===== src/rtl/timer_irq_ctrl.sv =====
// rtl/timer_irq_ctrl.sv - memory-mapped 32-bit timer/compare peripheral with interrupt request
//
// Registers (select = addr_i[ADDR_LSB+1:ADDR_LSB]):
//   0 CTRL   : bit0 EN, bit1 AUTO_RELOAD, bit2 IRQ_EN, bits[15:8] PRESC
//   1 CMP    : compare value
//   2 CNT    : counter value
//   3 STATUS : bit0 MATCH (write 1 to clear), bit1 BUSY (read-only)
//
// Ports:
//   clk_i      clock, rising edge
//   rst_i      synchronous active-high reset
//   req_i      bus request (already address-decoded)
//   we_i       write enable
//   addr_i     byte address
//   be_i       write byte enables
//   wdata_i    write data
//   rdata_o    combinational read data (zero when not reading)
//   int_req_o  level interrupt request
//   int_fin_i  interrupt-finished pulse, clears int_req_o and MATCH
//
// Optional feature macro: TIMER_PRESCALER_EN
//   defined   : CTRL.PRESC is writable and a tick occurs every PRESC+1 clocks in RUN
//   undefined : CTRL[15:8] reads zero and a tick occurs every clock in RUN

module timer_irq_ctrl #(
    parameter logic [31:0] RESET_CMP = 32'hFFFF_FFFF,
    parameter int unsigned ADDR_LSB  = 2
) (
    input  logic        clk_i,
    input  logic        rst_i,
    input  logic        req_i,
    input  logic        we_i,
    input  logic [31:0] addr_i,
    input  logic [3:0]  be_i,
    input  logic [31:0] wdata_i,
    output logic [31:0] rdata_o,
    output logic        int_req_o,
    input  logic        int_fin_i
);

    localparam logic [1:0] SEL_CTRL   = 2'd0;
    localparam logic [1:0] SEL_CMP    = 2'd1;
    localparam logic [1:0] SEL_CNT    = 2'd2;
    localparam logic [1:0] SEL_STATUS = 2'd3;

    typedef enum logic [1:0] {
        ST_IDLE = 2'd0,
        ST_RUN  = 2'd1,
        ST_DONE = 2'd2
    } state_t;

    state_t      state_q;
    state_t      state_d;

    logic        ctrl_en_q;
    logic        ctrl_auto_q;
    logic        ctrl_irq_en_q;
    logic [31:0] cmp_q;
    logic [31:0] cnt_q;
    logic        match_q;
    logic        int_req_q;

    logic [1:0]  sel;
    logic        wr_acc;
    logic        ctrl_wr;
    logic        cmp_wr;
    logic        cnt_wr;
    logic        status_w1c;
    logic        en_wr_val;
    logic        busy;
    logic        tick;
    logic        match_evt;
    logic        oneshot_end;
    logic [31:0] cmp_wr_val;
    logic [31:0] cnt_wr_val;
    logic [31:0] cnt_tick_val;
    logic [31:0] ctrl_rd;
    logic        unused_addr;

    assign sel         = addr_i[ADDR_LSB+1:ADDR_LSB];
    assign unused_addr = ^addr_i;

    assign wr_acc     = req_i & we_i;
    assign ctrl_wr    = wr_acc & (sel == SEL_CTRL);
    assign cmp_wr     = wr_acc & (sel == SEL_CMP) & (|be_i);
    assign cnt_wr     = wr_acc & (sel == SEL_CNT) & (|be_i);
    assign status_w1c = wr_acc & (sel == SEL_STATUS) & be_i[0] & wdata_i[0];

    // EN value a CTRL write leaves behind; an unselected lane keeps the old bit.
    assign en_wr_val = be_i[0] ? wdata_i[0] : ctrl_en_q;

    assign busy = (state_q == ST_RUN);

`ifdef TIMER_PRESCALER_EN
    logic [7:0] presc_q;
    logic [7:0] presc_cnt_q;

    assign tick    = busy & (presc_cnt_q == presc_q);
    assign ctrl_rd = {16'h0, presc_q, 5'h0, ctrl_irq_en_q, ctrl_auto_q, ctrl_en_q};

    // Restarts on every CTRL write so a new PRESC/EN always begins a full period.
    always_ff @(posedge clk_i) begin
        if (rst_i) begin
            presc_q     <= 8'h0;
            presc_cnt_q <= 8'h0;
        end else begin
            if (ctrl_wr && be_i[1]) begin
                presc_q <= wdata_i[15:8];
            end
            if (ctrl_wr || !busy || tick) begin
                presc_cnt_q <= 8'h0;
            end else begin
                presc_cnt_q <= presc_cnt_q + 8'd1;
            end
        end
    end
`else
    assign tick    = busy;
    assign ctrl_rd = {29'h0, ctrl_irq_en_q, ctrl_auto_q, ctrl_en_q};
`endif

    assign match_evt   = tick & (cnt_q == cmp_q);
    assign oneshot_end = match_evt & ~ctrl_auto_q;

    // The counter wraps silently at 2^32; only equality with CMP is an event.
    assign cnt_tick_val = match_evt ? (ctrl_auto_q ? 32'h0 : cnt_q) : (cnt_q + 32'd1);

    always_comb begin
        cmp_wr_val = cmp_q;
        cnt_wr_val = cnt_q;
        for (int b = 0; b < 4; b++) begin
            if (be_i[b]) begin
                cmp_wr_val[8*b +: 8] = wdata_i[8*b +: 8];
                cnt_wr_val[8*b +: 8] = wdata_i[8*b +: 8];
            end
        end
    end

    // A CTRL write in the same cycle as a one-shot match decides the state;
    // software intent wins over the hardware stop.
    always_comb begin
        state_d = state_q;
        case (state_q)
            ST_IDLE: begin
                if (ctrl_wr && en_wr_val) begin
                    state_d = ST_RUN;
                end
            end
            ST_RUN: begin
                if (ctrl_wr) begin
                    if (!en_wr_val) begin
                        state_d = ST_IDLE;
                    end
                end else if (oneshot_end) begin
                    state_d = ST_DONE;
                end
            end
            ST_DONE: begin
                if (ctrl_wr) begin
                    state_d = en_wr_val ? ST_RUN : ST_IDLE;
                end
            end
            default: state_d = ST_IDLE;
        endcase
    end

    always_ff @(posedge clk_i) begin
        if (rst_i) begin
            state_q       <= ST_IDLE;
            ctrl_en_q     <= 1'b0;
            ctrl_auto_q   <= 1'b0;
            ctrl_irq_en_q <= 1'b0;
            cmp_q         <= RESET_CMP;
            cnt_q         <= 32'h0;
            match_q       <= 1'b0;
            int_req_q     <= 1'b0;
        end else begin
            state_q <= state_d;

            if (ctrl_wr && be_i[0]) begin
                ctrl_en_q     <= wdata_i[0];
                ctrl_auto_q   <= wdata_i[1];
                ctrl_irq_en_q <= wdata_i[2];
            end else if (oneshot_end && !ctrl_wr) begin
                ctrl_en_q <= 1'b0;
            end

            if (cmp_wr) begin
                cmp_q <= cmp_wr_val;
            end

            // Bus write beats increment/reload.
            if (cnt_wr) begin
                cnt_q <= cnt_wr_val;
            end else if (tick) begin
                cnt_q <= cnt_tick_val;
            end

            // Set beats clear for both flags.
            if (match_evt) begin
                match_q <= 1'b1;
            end else if (int_fin_i || status_w1c) begin
                match_q <= 1'b0;
            end

            if (match_evt && ctrl_irq_en_q) begin
                int_req_q <= 1'b1;
            end else if (int_fin_i) begin
                int_req_q <= 1'b0;
            end
        end
    end

    assign int_req_o = int_req_q;

    always_comb begin
        rdata_o = 32'h0;
        if (req_i && !we_i) begin
            case (sel)
                SEL_CTRL:   rdata_o = ctrl_rd;
                SEL_CMP:    rdata_o = cmp_q;
                SEL_CNT:    rdata_o = cnt_q;
                SEL_STATUS: rdata_o = {30'h0, busy, match_q};
                default:    rdata_o = 32'h0;
            endcase
        end
    end

endmodule


===== config.mk =====
export PLATFORM = sky130hd
export DESIGN_NAME = timer_irq_ctrl
export DESIGN_NICKNAME = d
export VERILOG_FILES = /design/src/rtl/timer_irq_ctrl.sv
export SDC_FILE = /design/constraint.sdc
export NUM_CORES = 1
export LEC_CHECK = 0
export CAP_MARGIN = 30
export CORE_MARGIN = 10
export CORE_UTILIZATION = 40
export DETAILED_ROUTE_END_ITERATION = 8
export DONT_BUFFER_PORTS = 1
export GPL_TIMING_DRIVEN = 0
export HOLD_SLACK_MARGIN = 0.02
export PLACE_DENSITY_LB_ADDON = 0.15
export SLEW_MARGIN = 20
export SYNTH_ARGS = -nofsm -noshare
export SYNTH_HDL_FRONTEND = slang
export SYNTH_SLANG_ARGS = --single-unit

===== constraint.sdc =====
create_clock -name clk_i -period 10.2 [get_ports clk_i]
set_input_delay 3.06 -clock clk_i [delete_from_list [all_inputs] [get_ports clk_i]]
set_output_delay 3.06 -clock clk_i [all_outputs]
set_load 0.02 [all_outputs]

### Word-level counts from Yosys, hierarchy flattened

Index checks and enable logic that the tools add are counted.
W data, S select, Z words.

* logic and storage cells: 90
* flip-flop bits (word level): 71
* output and inout port bits: 33

* bitwise gates (word level): 12
* add/subtract/negate cells: 1
* equality and inequality tests: 15
* reductions and logical operators: 24
* multiplexer cells: 24

Operators by type and width (count)
* $mux W32: 5
* $pmux W32 S4: 1
* $add A32 B1 Y32 const B: 1
* $eq A32 B32 Y1: 1
* $mux W8: 4
* $ne A2 B2 Y1 const B: 6
* $reduce_and A3 Y1: 4
* $and A1 B1 Y1: 11
* $mux W2: 5
* $mux W1: 8
* $reduce_and A2 Y1: 4
* $reduce_bool A2 Y1: 4
* $eq A2 B2 Y1 const B: 3
* $ne A3 B3 Y1 const B: 2
* $pmux W2 S3: 1
* $logic_and A1 B1 Y1: 5
* $eq A2 B1 Y1 const B: 2
* $logic_not A2 Y1: 2
* $reduce_and A4 Y1: 1
* $reduce_or A4 Y1: 1
* $ne A3 B2 Y1 const B: 1
* $logic_not A1 Y1: 2
* $logic_or A1 B1 Y1: 1
* $not A1 Y1: 1

### Longest topological paths before layout

Gate-level depths: netlist of the first run.

* word-level depth: 7
* depth in mapped cells: 10
* mapped depth without buffers: 8

### Least setup slack after synthesis of the first run

Ideal clock, no wire load.

* path type: input to output
* start: input port addr_i[2]
* end: output port rdata_o[21]
* path buffers: 4
* data required time: 7.140 ns
* slack: 2.486 ns
* cell stages on the path: 7
* arrival: 4.654 ns
* cells stage by stage: clkbuf_1 nor2b_1 clkbuf_1 clkbuf_1 buf_1 a22oi_1 nor2_1

* longest elaborated chain between the ends: 3

RTL lines
* from (decl): line 33 `input logic [31:0] addr_i,`
* $eq A2 B2 Y1, or another cell as far along: line 219 `case (sel)`
* $pmux W32 S4 (*): line 219
* $mux W32 (*): line 218 `if (req_i && !we_i) begin`
* to (decl): line 36 `output logic [31:0] rdata_o,`

Every way passes the cells marked *; elsewhere a longest branch is shown, timed or not.

### Final worst setup path of the first run

* start: input port addr_i[2]
* end: output port rdata_o[29]

Same word-level chain as after synthesis.

==> reports/metrics.yaml, run 1 <==
status: "completed"
yosys.area.top_type: "dfxtp_1"
cts_repair_resize_count: 0
clockBufferDepth: 2
final_cell_count_no_fill: 755
gr-total-overflow: 0
grt_max_degree: 11
dieArea_um2: 16140
avgSynthCellArea_um2: 7.664
ys_ff_latch: 71
synth_most_common_cell: "nand2_1"
cp_max_fo: 10
die_width_um: 127.0
synth_cell_type_count: 59
maxSlewViolCount: 0
cts_tree: "done"
ios: 106
start_util_pct: 40.48
drc_errors: 0
clock_skew_ns: 0.008266
root_buffer: "clkbuf_16"
rows: 39
vias: 4694
portBuffers: 0
vdd.ir_drop.worst_mv: 0.06155
worstPathRequired_ns: 7.14
hold_start: "ctrl_irq_en_q"
ys_async_sr_fraction_pct: 0
synth_seq_area_share_pct: 31.01
first_global_vias: 4511
final_nets: 683
r2r_start: "cnt_q[3]"
fmax_ghz: 0.1197
area_delta_synth_final_pct: 9.691
clkSinkCount: 71
netlist_area_um2: 4583
die_y_um: 127.0
dp_cells: 741
antenna_cells: 0
ys_top_cells_by_count: "nand2_1 (94), dfxtp_1 (71), nor2_1 (54)"
placed_area_um2: 4762
p_leak_nw: 1.776
drt-pass1-iter-count: 5
cp_slowest_cell: "clkbuf_1"
finalCritPeriodShare_pct: 81.89
core_region_area_um2: 11320
cts_setup_buffers: 0
design_area_um2: 5027
cp_common_cell: "clkbuf_1"
via_per_inst: 6.217
clk_pin_slew_worst_paths_ns: 0.06
ctsHoldBuffers: 0
crit_arrival_ns: 5.29
setup_viol_count_final: 0
drtIter0Drc: 483
yosysWarnings: 0
grt_pass1_wl_um: 26520
detail_route.wl_per_cell_um: 22.95
setup_tns_ns: 0
holdPathEnd: "ctrl_irq_en_q"
worst_pin_slew_ns: 0.9468
fin_ws_ns: 1.848
yosysTopAreaCellShare_pct: 31.01
whs_path_depth: 2
syn_inst: 598
antenna_found_initial: 0
hpwl_um: 12720
max_cap_violations: 0
cpPeakStageDelay_ns: 0.49
reg2reg_slack_ns: 6.81
wirelength_um: 17330
synth_edf_count: 0
whs_ns: 0.4803
powerDensity_nw_per_um2: 128.7
r2r_cells: 9
critPathLaunchType: "input port"
cp_cell_sequence: "clkbuf_1 > nor2b_1 > clkbuf_1 > clkbuf_1 > buf_1 > a22oi_1 > nor2_1"
synth_top_cells_by_area: "dfxtp_1 (31%), nand2_1 (7.7%), xor2_1 (6.3%)"
pre_cts_ws_ns: 1.835
gp_congestion: 0.9272
synthesis.nets: 672
worstSetupPathType: "input port to output port"
rsz0062_at_grt: "false"
antenna_left: 0
hold_viol_final: 0
grt_usage_pct: 20.82
reg2reg_to: "cnt_q[9]"
relSlewSlack_pct: 36.54
period_needed_ns: 8.352
drive_gt1_share_pct: 7.843
endpoint_kind: "output port"
cts.htree.levels: 3
cts_made_buffers: 9
clk_latency_ns: 0.34
synthFlopType: "dfxtp_1"
hold_path_class: "register to register"
flip-flops by register name, summed over array words and instances, names as in the netlist:
name,flops
cmp_q,32
cnt_q,32
state_q,2
ctrl_auto_q,1
ctrl_en_q,1
ctrl_irq_en_q,1
int_req_o,1
match_q,1
area by class of cell:
cell class | count | area (um^2)
Fill cell | 1156 | 6294
Multi-Input combinational cell | 467 | 2910
Sequential cell | 71 | 1421
Clock buffer | 13 | 260.3
Buffer | 48 | 206.4
Tap cell | 143 | 178.9
Inverter | 12 | 45.04
Clock inverter | 1 | 5.005
report_power, final:
| group | total, W | switching (W) | internal [W] |
|---|---|---|---|
| logic | 0.0000645 | 0.0000449 | 0.0000196 |
| registers | 0.000287 | 0.00000469 | 0.000282 |
| clock network | 0.000296 | 0.000121 | 0.000175 |
stage by stage:
| step | power, W | utilization, % |
|---|---|---|
| after floorplan | 0.0003370 | - |
| after global placement | 0.0003545 | 42.06 |
| after detailed placement | 0.0003557 | 42.06 |
| after CTS | 0.0006455 | 44.41 |
| after global routing | 0.0006638 | 44.41 |
| final | 0.0006472 | 44.41 |
logic make-up after synthesis:
family	share of synthesized area, %
AND/OR/NAND/NOR	32.08
buffers and inverters	5.487
XOR/XNOR	7.644
adder cells (fa/ha/maj)	0.2730
multiplexers	1.447
flip-flops	31.01
AO/OA/AOI/OAI	22.06
how the worst max path moves through the flow:
stage | startpoint | endpoint | cells past startpoint
after detailed placement | addr_i[2] | rdata_o[29] | 7
after global routing | addr_i[2] | rdata_o[29] | 7
after global placement | addr_i[2] | rdata_o[29] | 7
final | addr_i[2] | rdata_o[29] | 7
after floorplan | addr_i[2] | rdata_o[21] | 7
after CTS | addr_i[2] | rdata_o[29] | 7
critical path: cells and delay by family:
| kind | cells | cell delay [ns] |
|---|---|---|
| compound gates | 1 | 0.12 |
| buf+inv | 4 | 1.54 |
| simple gates | 2 | 0.56 |
layer usage:
metal	global-route usage [%]	routed length [um]	up-vias
li1	-	-	2165
met1	27.76	7577	2295
met2	31.74	7772	207
met3	4.425	1563	27
met4	8.774	417	0
met5	0	0	-
cell usage in the layout (no fill, tap or decap), types with 3 or more instances in the layout:
| cell type | n |
|---|---|
| nand2_1 | 94 |
| dfxtp_1 | 71 |
| nor2_1 | 54 |
| clkbuf_1 | 37 |
| a22oi_1 | 33 |
| xor2_1 | 33 |
| a21oi_1 | 32 |
| nand3b_1 | 32 |
| nand3_1 | 22 |
| nor3_1 | 15 |
| and3_1 | 12 |
| inv_1 | 12 |
| nand2b_1 | 10 |
| a211oi_1 | 10 |
| nor2b_1 | 9 |
| buf_2 | 9 |
| o32ai_1 | 9 |
| clkbuf_16 | 9 |
| o21ai_0 | 8 |
| nor4_1 | 7 |
| xnor2_1 | 7 |
| nand4_1 | 7 |
| nor4_2 | 6 |
| o21ai_1 | 5 |
| or3_1 | 5 |
| a21boi_1 | 4 |
| a221oi_1 | 4 |
| and2_1 | 3 |
| or2_2 | 3 |
| a211oi_2 | 3 |
| o211ai_1 | 3 |
| o211a_1 | 3 |
| o41ai_1 | 3 |
Note: power is estimated with default switching activity, not from simulation.
==> inputs of run 2 (changes only) <==
clock period = 8.7 ns   (was 10.2 ns; I/O delays follow)
==> results of run 2 <==
The final DEF is identical to that of run 1. Status: completed.
Main changes from that run: setup slack after placement 1.835 ns -> 1.235 ns; setup slack after layout 1.848 ns -> 1.248 ns; register-to-register setup slack 6.81 ns -> 5.31 ns; total power 0.0006472 W -> 0.0007588 W; worst IR drop on VDD 0.06155 mV -> 0.07216 mV
==> inputs of run 3 (changes only) <==
CAP_MARGIN = 10   (was 30)
CELL_PAD_IN_SITES_DETAIL_PLACEMENT = 1   (was not set)
CELL_PAD_IN_SITES_GLOBAL_PLACEMENT = 2   (was not set)
CORE_UTILIZATION = 36   (was 40)
SETUP_SLACK_MARGIN = 0.02   (was not set)
==> run 3 against run 2 <==
First-iteration DRC count fell by 10%. Cell area increased by 1.2%. Sequential power is essentially flat. Combinational power grew 3.3%. Maximum frequency shrank 3.1%. Cell count increased by 4.1%. Utilization shrank 3.9 points.
==> reports/metrics.yaml, run 3 (synthesis results as in run 1) <==
drtIter0Drc: 434  # was 483
antenna_found_initial: 0  # unchanged
cp_common_cell: "clkbuf_1"  # unchanged
fin_util_pct: 40.50  # was 44.41%
fmax_ghz: 0.1301  # was 0.1342 GHz
start_util_pct: 36.47  # was 40.48%
finalCritPeriodShare_pct: 88.37  # was 85.66%
hpwl_um: 14530  # was 12720 um
drive_gt1_share_pct: 8.143  # was 7.843%
clock_skew_ns: 0.007360  # was 0.008266 ns
dieArea_um2: 17640  # was 16140 um^2
relSlewSlack_pct: 30.38  # was 36.54%
max_cap_violations: 0  # unchanged
status: "completed"  # unchanged
die_y_um: 132.8  # was 127.0 um
core_region_area_um2: 12570  # was 11320 um^2
endpoint_kind: "output port"  # unchanged
antenna_cells: 0  # unchanged
ios: 106  # unchanged
clkSinkCount: 71  # unchanged
final_nets: 683  # unchanged
hold_viol_final: 0  # unchanged
root_buffer: "clkbuf_16"  # unchanged
via_per_inst: 5.971  # was 6.217
hold_path_class: "register to register"  # unchanged
cts_made_buffers: 9  # unchanged
detail_route.wl_per_cell_um: 24.89  # was 22.95 um
grt_pass1_wl_um: 29440  # was 26520 um
cts_repair_resize_count: 0  # unchanged
grt_max_degree: 12  # was 11
gp_congestion: 0.8721  # was 0.9272
top_usage_layer: "met2"  # unchanged
reg_top3: "cmp_q x32, cnt_q x32, state_q x2"  # unchanged
antenna_left: 0  # unchanged
ctsHoldBuffers: 0  # unchanged
cpPeakStageDelay_ns: 0.57  # was 0.49 ns
die_width_um: 132.8  # was 127.0 um
cts_setup_buffers: 0  # unchanged
gr-total-overflow: 0  # unchanged
use_met1_pct: 27.06  # was 27.76%
period_needed_ns: 7.688  # was 7.452 ns
cp_max_fo: 10  # unchanged
drc_errors: 0  # unchanged
critPathLaunchType: "input port"  # unchanged
whs_ns: 0.4936  # was 0.4803 ns
rows: 41  # was 39
p_leak_nw: 1.791  # was 1.776 nW
drt-pass1-iter-count: 5  # unchanged
portBuffers: 0  # unchanged
wirelength_um: 19560  # was 17330 um
final_cell_mix: "nand2_1 (94), dfxtp_1 (71), nor2_1 (54)"  # unchanged
powerDensity_nw_per_um2: 156.4  # was 150.9 nW/um^2
first_global_vias: 4783  # was 4511
setup_viol_count_final: 0  # unchanged
cts_tree: "done"  # unchanged
clk_pin_slew_worst_paths_ns: 0.05  # was 0.06 ns
area_delta_synth_final_pct: 11.06  # was 9.691%
cts.htree.levels: 3  # unchanged
grt.met2_usage_pct: 35.56  # was 31.74%
setup_tns_ns: 0  # unchanged
rsz0062_at_grt: "false"  # unchanged
final_common_cell: "nand2_1"  # unchanged
clockBufferDepth: 2  # unchanged
crit_arrival_ns: 5.08  # was 4.84 ns
grt_usage_pct: 21.70  # was 20.82%
path_buf_inv: 4  # unchanged
cp_cell_sequence: "clkbuf_1 > nor2b_1 > clkbuf_1 > clkbuf_1 > buf_1 > a22oi_1 > nor2_1"  # unchanged
worstPathRequired_ns: 6.09  # about the same
maxSlewViolCount: 0  # unchanged
cp_slowest_cell: "buf_1"  # was clkbuf_1
vdd.ir_drop.worst_mv: 0.07526  # was 0.07216 mV
worst_pin_slew_ns: 1.039  # was 0.9468 ns
cp_top_family: "buffers and inverters"  # unchanged
clk_latency_ns: 0.35  # was 0.34 ns
totalPowerFinal_w: 0.0007959  # was 0.0007588 W
vias: 4693  # was 4694
grt_util_met3_pct: 5.299  # was 4.425%
worstSetupPathType: "input port to output port"  # unchanged
-- run 3: changes by cell type in the layout (fill, tap and decap cells not counted) --
| cell | previous run | this run |
|---|---|---|
| clkinv_2 | 1 | 3 |
| clkbuf_8 | 2 | 1 |
| bufinv_16 | 0 | 1 |
-- run 3: where the power goes --
group          internal [W]  switching [W]   total, W
combinational     0.0000230      0.0000551  0.0000781
sequential         0.000330     0.00000556   0.000336
clock              0.000229       0.000153   0.000382
total              0.000582       0.000214   0.000796
-- run 3: path summary, 6_finish.rpt --
path / slack (ns) / depth (start not counted) / to / startpoint
hold reg to reg: 0.49 / 2 / ctrl_irq_en_q / ctrl_irq_en_q
setup reg to reg: 5.09 / 9 / cnt_q[8] / cnt_q[18]
hold / removal: 0.49 / 2 / ctrl_irq_en_q / ctrl_irq_en_q
setup / recovery: 1.01 / 7 / rdata_o[23] / addr_i[2]
-- run 3: worst register-to-register path: stages, from the launching register on --
cell and delay (ns):
dfxtp_1 0.31, clkbuf_1 0.31, xor2_1 0.14, nor4_1 0.51, nand3_1 0.30, nor3_2 0.90
nor2_1 0.11, buf_2 0.28, a21oi_1 0.46, o32ai_1 0.16
-- run 3: final cells by class --
class,instances,area [um^2]
sequential,71,1421
tap,172,215.2
multi-input combinational,467,2910
inverter,12,45.04
clock inverter,4,45.04
clock buffer,12,246.5
fill,1558,7478
buffer,48,206.4
-- run 3: metrics by stage --
step	std cells	worst slack (ns)	instance area, um^2
after floorplan	598	1.886	4583
after global placement	770	1.062	4798
after detailed placement	770	1.014	4798
after CTS	786	1.011	5090
after global routing	786	0.8749	5090
final	786	1.012	5090
-- run 3: routing by layer --
metal / up-vias / routed length (um)
li1: 2160 / -
met1: 2349 / 8473
met2: 160 / 9279
met3: 24 / 1468
met4: 0 / 342
met5: - / 0
